### config.mk
export PLATFORM = sky130hd
export DESIGN_NAME = pc_unit
export DESIGN_NICKNAME = d
export VERILOG_FILES = /design/src/rtl/pc_defs.sv /design/src/rtl/sync2.sv /design/src/rtl/pc_unit.sv
export SDC_FILE = /design/constraint.sdc
export NUM_CORES = 1
export LEC_CHECK = 0
export CORE_ASPECT_RATIO = 0.6
export CORE_MARGIN = 3
export CORE_UTILIZATION = 42
export CTS_CLUSTER_SIZE = 30
export DETAILED_ROUTE_END_ITERATION = 10
export PLACE_DENSITY = 0.89
export SKIP_CTS_REPAIR_TIMING = 1
export SLEW_MARGIN = 10
export SYNTH_ARGS = -nofsm -noshare
export SYNTH_HDL_FRONTEND = slang
export SYNTH_HIERARCHICAL = 1
export SYNTH_SLANG_ARGS = --single-unit
export TNS_END_PERCENT = 30
### constraint.sdc
create_clock -name clk -period 3.99 [get_ports clk]
set_input_delay 1.197 -clock clk [delete_from_list [all_inputs] [get_ports clk]]
set_output_delay 1.197 -clock clk [all_outputs]
set_load 0.01 [all_outputs]
### src/rtl/pc_defs.sv
// rtl/pc_defs.sv - shared PC-select encodings and fixed PC vectors
// Purpose: constants shared by the PC unit and the control stage.
//   PCSRC_*   : next-PC select encodings driven by control on PCSrc[2:0]
//   RESET_PC  : PC loaded on reset (kernel entry)
//   ILLOP_VEC : interrupt vector
//   XADR_VEC  : undefined-instruction exception vector
package pc_defs;

  localparam logic [2:0] PCSRC_NEXT   = 3'd0;
  localparam logic [2:0] PCSRC_BRANCH = 3'd1;
  localparam logic [2:0] PCSRC_JUMP   = 3'd2;
  localparam logic [2:0] PCSRC_JR     = 3'd3;
  localparam logic [2:0] PCSRC_ILLOP  = 3'd4;
  localparam logic [2:0] PCSRC_XADR   = 3'd5;

  localparam logic [31:0] RESET_PC  = 32'h8000_0000;
  localparam logic [31:0] ILLOP_VEC = 32'h8000_0004;
  localparam logic [31:0] XADR_VEC  = 32'h8000_0008;

  // PC+4 that never changes mode: the add covers bits 30:0 only and the
  // carry out of bit 30 is dropped, bit 31 passes straight through.
  function automatic logic [31:0] pc_plus4(input logic [31:0] pc);
    return {pc[31], pc[30:0] + 31'd4};
  endfunction

endpackage

### src/rtl/sync2.sv
// rtl/sync2.sv - two-flop synchronizer for an asynchronous level input
// Purpose: bring an asynchronous single-bit level into the clk domain.
// Ports:
//   clk   in  core clock
//   reset in  asynchronous active-high reset, forces both stages to 0
//   d     in  asynchronous input level
//   q     out synchronized level (two clk edges of latency)
module sync2 (
  input  logic clk,
  input  logic reset,
  input  logic d,
  output logic q
);

  logic meta;

  always_ff @(posedge clk or posedge reset) begin
    if (reset) begin
      meta <= 1'b0;
      q    <= 1'b0;
    end else begin
      meta <= d;
      q    <= meta;
    end
  end

endmodule

### src/rtl/pc_unit.sv
// rtl/pc_unit.sv - program counter, next-PC select and interrupt latch
// Purpose: holds the architectural PC, forms PC+4 and the next PC from the
// control select, and owns the synchronized pending-interrupt latch.
// Ports:
//   reset       in  asynchronous active-high reset
//   clk         in  core clock
//   Stall       in  hold PC and the pending clear this cycle
//   PCSrc       in  [2:0] next-PC select (see pc_defs PCSRC_*)
//   BranchTaken in  branch condition, used only for PCSRC_BRANCH
//   ConBA       in  [31:0] branch target
//   JT          in  [25:0] jump target field
//   DataBusA    in  [31:0] rs value for JR/JALR
//   IRQIn       in  asynchronous level interrupt request
//   PC          out [31:0] current instruction address
//   NewPC       out [31:0] PC+4 with bit 31 preserved
//   IRQ         out interrupt request to control (masked in kernel mode)
//   IRQPending  out latched interrupt status
module pc_unit
  import pc_defs::*;
(
  input  logic        reset,
  input  logic        clk,
  input  logic        Stall,
  input  logic [2:0]  PCSrc,
  input  logic        BranchTaken,
  input  logic [31:0] ConBA,
  input  logic [25:0] JT,
  input  logic [31:0] DataBusA,
  input  logic        IRQIn,
  output logic [31:0] PC,
  output logic [31:0] NewPC,
  output logic        IRQ,
  output logic        IRQPending
);

  logic [31:0] next_pc;
  logic        irq_sync;
  logic        irq_hist;
  logic        irq_rise;
  logic        irq_clear;

  assign NewPC = pc_plus4(PC);

  always_comb begin
    next_pc = XADR_VEC;
    case (PCSrc)
      PCSRC_NEXT:   next_pc = NewPC;
      PCSRC_BRANCH: next_pc = BranchTaken ? ConBA : NewPC;
      PCSRC_JUMP:   next_pc = {NewPC[31:28], JT, 2'b00};
      // Supervisor bit can only be kept or dropped by JR, never gained.
      PCSRC_JR:     next_pc = {PC[31] & DataBusA[31], DataBusA[30:0]};
      PCSRC_ILLOP:  next_pc = ILLOP_VEC;
      default:      next_pc = XADR_VEC;
    endcase
  end

  always_ff @(posedge clk or posedge reset) begin
    if (reset) begin
      PC <= RESET_PC;
    end else if (!Stall) begin
      PC <= next_pc;
    end
  end

  sync2 u_irq_sync (
    .clk   (clk),
    .reset (reset),
    .d     (IRQIn),
    .q     (irq_sync)
  );

  // A held-high request yields a single event: only the 0->1 transition
  // of the synchronized level sets the latch.
  assign irq_rise  = irq_sync & ~irq_hist;
  assign irq_clear = (PCSrc == PCSRC_ILLOP) && !Stall;

  always_ff @(posedge clk or posedge reset) begin
    if (reset) begin
      irq_hist   <= 1'b0;
      IRQPending <= 1'b0;
    end else begin
      irq_hist <= irq_sync;
      // Set is checked first so a new request arriving on the same edge
      // as the vector being taken is not lost.
      if (irq_rise) begin
        IRQPending <= 1'b1;
      end else if (irq_clear) begin
        IRQPending <= 1'b0;
      end
    end
  end

  // Interrupts stay latched but are not requested while in kernel mode.
  assign IRQ = IRQPending & ~PC[31];

endmodule

==> results.cfg, run 1 <==
[run_status]
status = finished clean

[power_and_ir_drop]
p_clk_frac = 0.315
p_sw_frac = 0.300
p_switching_w = 0.000382
powerDensity_mw_per_mm2 = 263
internal-power_w = 0.000890
leakage_nw = 1.97
peakVddDrop_uv = 178
pwr-share-comb = 0.332
power_frac_seq = 0.353

[global_routing]
grt_pass1_vias = 3755
grt_max_degree = 35
grt_use_met2 = 0.476
grt_pass1_wl_mm = 19.7
antenna_found_initial = 0
met1_usage = 0.430
grt-ovfl-total = 0
track_usage = 0.309
top_usage_layer = met2
met3_usage = 0.0940

[cts]
cts_tree = built
cts_made_buffers = 5
clock_path_buffers = 2
clock-sinks = 36
clock-root-buffer = clkbuf_16
clkLatencyLatePin_ps = 280
path_clk_slew_ps = 60
h-tree-depth = 2

[finish]
nets = 622
diodes = 0
fill_cells = 501
multi_input_area_mm2 = 0.00188
fin_util = 0.753
most-common-layout-cells = clkdlybuf4s50_1, o21ai_0, nand2_1
seq_area_um2 = 902
layout_commonest_cell = clkdlybuf4s50_1
area_growth_pct = 65.0
drive_gt1_frac = 0.0592

[floorplanning]
rows = 22
start_util = 0.456
pin_count = 164
die_h_um = 70.7
core-area_mm2 = 0.00641
die_area_mm2 = 0.00804
die_w_um = 114

[yosys]
ys_seq_elements = 36
synthCells = 364
syn-cell-area_mm2 = 0.00293
syn_area_per_cell_um2 = 8.04
synthesis.nets = 463
synthDistinctLibCells = 51
ys_async_sr_fraction = 1.00
ys_seq_area_frac = 0.308
yosys_warnings = 6
synth_ff_type = dfrtp_1
synth_enable_flop_cells = 0

[critical_path]
timing.critical_path.to_type = output port
cp-startpoint = PC[18]
worst-setup-path-type = flop to output port
worstPathMaxFanout = 10
worstReg2RegStart = PC[2]
crit_end = NewPC[27]
crit_chain = nand4_1 > nor3_1 > nand4_1 > xnor2_1 > clkdlybuf4s50_1
start_kind = flop
path_common_cell = nand4_1
worst_path_max_delay_cell = clkdlybuf4s50_1
rr_worst_depth = 7
crit_arrival_ps = 2650
required_ps = 2790
r2r_slack_ps = 1770
cpPeakStageDelay_ps = 590
rr_endpoint = PC[20]

[route]
drt-pass1-iter-count = 5
antenna_left = 0
drt_iter0_markers = 468
drc_errors = 0
viasPerCell = 6.20
routed_wl_mm = 12.7
wl_per_cell_um = 20.8
vias = 3768

[worst_hold_path]
hold_class = flop to flop

[placement]
place.gp.congestion = 0.955
numPortBuffers = 163
hpwl_mm = 9.76

[job]
max-cap-violations = 0

[timing]
drv_slew = 0
rsz0062_at_grt = no
final.setup.tns_ps = 0
min_period_ps = 3850
skew_ps = 6.38
fin_crit_sh = 0.964
finalHoldViolations = 0
max_freq_ghz = 0.260
maxSlewHeadroom = 0.231
finalSetupViolations = 0
whs_ps = 368
worst_slew_pin_slew_ps = 1150
[registers in the layout, indices dropped and copies added, names as in the netlist]
register and flops:
PC 32, IRQPending 1, irq_hist 1, u_irq_sync/meta 1, u_irq_sync/q 1
[final cells by class]
type / count / share of cell area
Clock buffer: 8 / 0.0303
Inverter: 8 / 0.00621
Multi-Input combinational cell: 293 / 0.390
Sequential cell: 36 / 0.187
Tap cell: 84 / 0.0218
Timing Repair Buffer: 179 / 0.365
[cells in the mapped netlist (10+ instances only)]
library cell  instances  share of area
dfrtp_1              35           0.30
xor2_1               12          0.036
o21ai_0              40          0.068
clkbuf_1             17          0.022
and3_1               10          0.021
a22oi_1              18          0.046
nand2_1              36          0.046
xnor2_1              14          0.042
a21oi_1              12          0.021
nand3_1              11          0.019
nor2_1               35          0.045
[per-stage QoR]
stage	power (W)	worst slack [ps]	instances	cell area, um2
after floorplan	0.000600	938	364	2930
after global placement	0.000859	474	600	4680
after detailed placement	0.000868	415	600	4680
after CTS	0.00126	108	608	4830
after global routing	0.00132	12.8	608	4830
final	0.00127	142	608	4830
[power groups by stage]
stage          registers, W  logic (W)  clock network, W
2_1_floorplan      0.000448   0.000152                 0
3_3_place_gp       0.000449   0.000410                 0
3_5_place_dp       0.000452   0.000417                 0
4_1_cts            0.000446   0.000420          0.000396
5_1_grt            0.000455   0.000449          0.000413
6_report           0.000449   0.000422          0.000401
[logic make-up after synthesis]
kind of cell,Yosys count,share of synthesized area
simple gates,131,0.229
compound gates,129,0.306
flops,36,0.308
buf+inv,35,0.0517
xor+xnor,27,0.0833
mux,5,0.0171
fa+ha+maj,1,0.00427
[worst max-delay path, delay by kind of cell (launching register included)]
kind | cells | cell delay, ps
buffers and inverters | 1 | 590
AND/OR/NAND/NOR | 3 | 970
flip-flops | 1 | 540
XOR/XNOR | 1 | 270
[how the worst min path moves through the flow]
stage	cells after the start	slack, ps	endpoint	start
floorplan	0	330	u_irq_sync/q	u_irq_sync/meta
global placement	0	340	u_irq_sync/q	u_irq_sync/meta
detailed placement	0	360	u_irq_sync/q	u_irq_sync/meta
CTS	0	370	u_irq_sync/q	u_irq_sync/meta
global route	0	380	u_irq_sync/q	u_irq_sync/meta
finish	0	370	u_irq_sync/q	u_irq_sync/meta
[metal layers]
layer,part of all wire,vias to the layer above
met1,0.42,1789
met5,0,-
met3,0.13,26
met2,0.44,265
li1,-,1688
met4,0.016,0
No activity file was read; power rests on OpenSTA's default activity.
==> run 2: changes to the inputs <==
--- a/config.mk
+++ b/config.mk
@@ -10,6 +10,7 @@
 export CORE_UTILIZATION = 42
 export CTS_CLUSTER_SIZE = 30
 export DETAILED_ROUTE_END_ITERATION = 10
+export GPL_ROUTABILITY_DRIVEN = 0
 export PLACE_DENSITY = 0.89
 export SKIP_CTS_REPAIR_TIMING = 1
 export SLEW_MARGIN = 10
==> run 2 against run 1 <==
  * Setup slack worse by 5.9 ps
  * First-iteration DRC count is 21% lower
  * Sequential share of layout area hardly changed
  * Clock power hardly changed
  * Critical path depth stayed put
  * Sequential cell count stayed put
  * Largest cell class unchanged
  * Final cell count is 0.16% lower
==> results.cfg, run 2 (synthesis gave the netlist of run 1 again) <==
[floorplanning]
die_w_um = 114
start_util = 0.456
die_h_um = 70.7
pin_count = 164
rows = 22
core-area_mm2 = 0.00641
die_area_mm2 = 0.00804

[timing]
finalSetupViolations = 0
fin_crit_sh = 0.966
finalHoldViolations = 0
min_period_ps = 3850
maxSlewHeadroom = 0.325
drv_slew = 0
skew_ps = 3.27
rsz0062_at_grt = no
whs_ps = 369
final.setup.tns_ps = 0
max_freq_ghz = 0.259
worst_slew_pin_slew_ps = 1010

[finish]
design_area_mm2 = 0.00483
fill_cells = 482
largest_register_ffs = 32
nets = 621
seq_area_um2 = 902
diodes = 0
multi_input_area_mm2 = 0.00189
regMostFlops = PC
most-common-layout-cells = clkdlybuf4s50_1, o21ai_0, nand2_1
layout_commonest_cell = clkdlybuf4s50_1
drive_gt1_frac = 0.0631
area_growth_pct = 65.0

[global_routing]
grt_pass1_wl_mm = 18.9
antenna_found_initial = 0
grt-ovfl-total = 0
grt_max_degree = 35
track_usage = 0.298
grt_pass1_vias = 3630

[critical_path]
start_kind = flop
required_ps = 2790
crit_chain = and3_1 > nand4_1 > nor3_1 > xor2_1 > clkdlybuf4s50_1
crit_arrival_ps = 2660
timing.critical_path.to_type = output port
rr_worst_depth = 7
worst_path_max_delay_cell = clkdlybuf4s50_1
cpPeakStageDelay_ps = 580
worstPathMaxFanout = 8
worst-setup-path-type = flop to output port

[job]
max-cap-violations = 0

[cts]
cts_made_buffers = 5
clock-sinks = 36
h-tree-depth = 2
clkLatencyLatePin_ps = 280
path_clk_slew_ps = 60
clock-root-buffer = clkbuf_16
cts_tree = built
clock_path_buffers = 2

[worst_hold_path]
hold_class = flop to flop
worstHoldPathCells = 0

[route]
wl_per_cell_um = 20.2
routed_wl_mm = 12.3
antenna_left = 0
vias = 3716
drt_iter0_markers = 370
viasPerCell = 6.12
drc_errors = 0
drt-pass1-iter-count = 5

[power_and_ir_drop]
p_total_w = 0.00127
peakVddDrop_uv = 185
powerDensity_mw_per_mm2 = 263
leakage_nw = 1.97

[placement]
hpwl_mm = 9.49
numPortBuffers = 163
placed_area_mm2 = 0.00467

[run_status]
status = finished clean
## run 2: cell types whose count changed in the layout (fill, tap and decap cells not counted)
cell	change
clkbuf_1	-2
clkinv_2	+2
buf_4	-1
ha_1	-1
ha_2	+1
## run 2: cell type report
| class | instances | share of cell area |
|---|---|---|
| multi-input cells | 293 | 0.391 |
| repair buffers | 178 | 0.364 |
| inverters | 8 | 0.00622 |
| flip-flops and latches | 36 | 0.187 |
| clock buffers | 6 | 0.0288 |
| well taps | 84 | 0.0218 |
| clock inverters | 2 | 0.00207 |
## run 2: worst paths after layout
check                           startpoint              end  slack, ps
max                                  PC[4]        NewPC[25]        140
min                        u_irq_sync/meta     u_irq_sync/q        370
max reg2reg                          PC[2]           PC[20]       1770
min reg2reg                u_irq_sync/meta     u_irq_sync/q        370
max in group asynchronous            reset           PC[31]       2290
min in group asynchronous            reset  u_irq_sync/meta       1100
## run 2: layer usage
metal	part of all wire	GRT usage
met1	0.41	0.400
met2	0.43	0.449
met3	0.14	0.111
met4	0.023	0.0909
met5	0	0
## run 2: critical path: cells and delay by family (launching register included)
kind	cells	cell delay (ps)
flip-flops	1	510
buffers and inverters	1	580
XOR/XNOR	1	220
AND/OR/NAND/NOR	3	1060
## run 2: metrics by stage
stage | std cells | util | worst slack [ps]
after floorplan | 364 | - | 938
after global placement | 599 | 0.729 | 473
after detailed placement | 599 | 0.729 | 389
after CTS | 607 | 0.752 | 51.2
after global routing | 607 | 0.753 | 1.85
final | 607 | 0.753 | 136
## run 2: report_power, final
part	leakage, nW	total [W]	switching [W]	internal [W]
Combinational	1.42	0.000418	0.000171	0.000247
Sequential	0.472	0.000449	0.0000552	0.000394
Clock	0.0766	0.000402	0.000156	0.000246
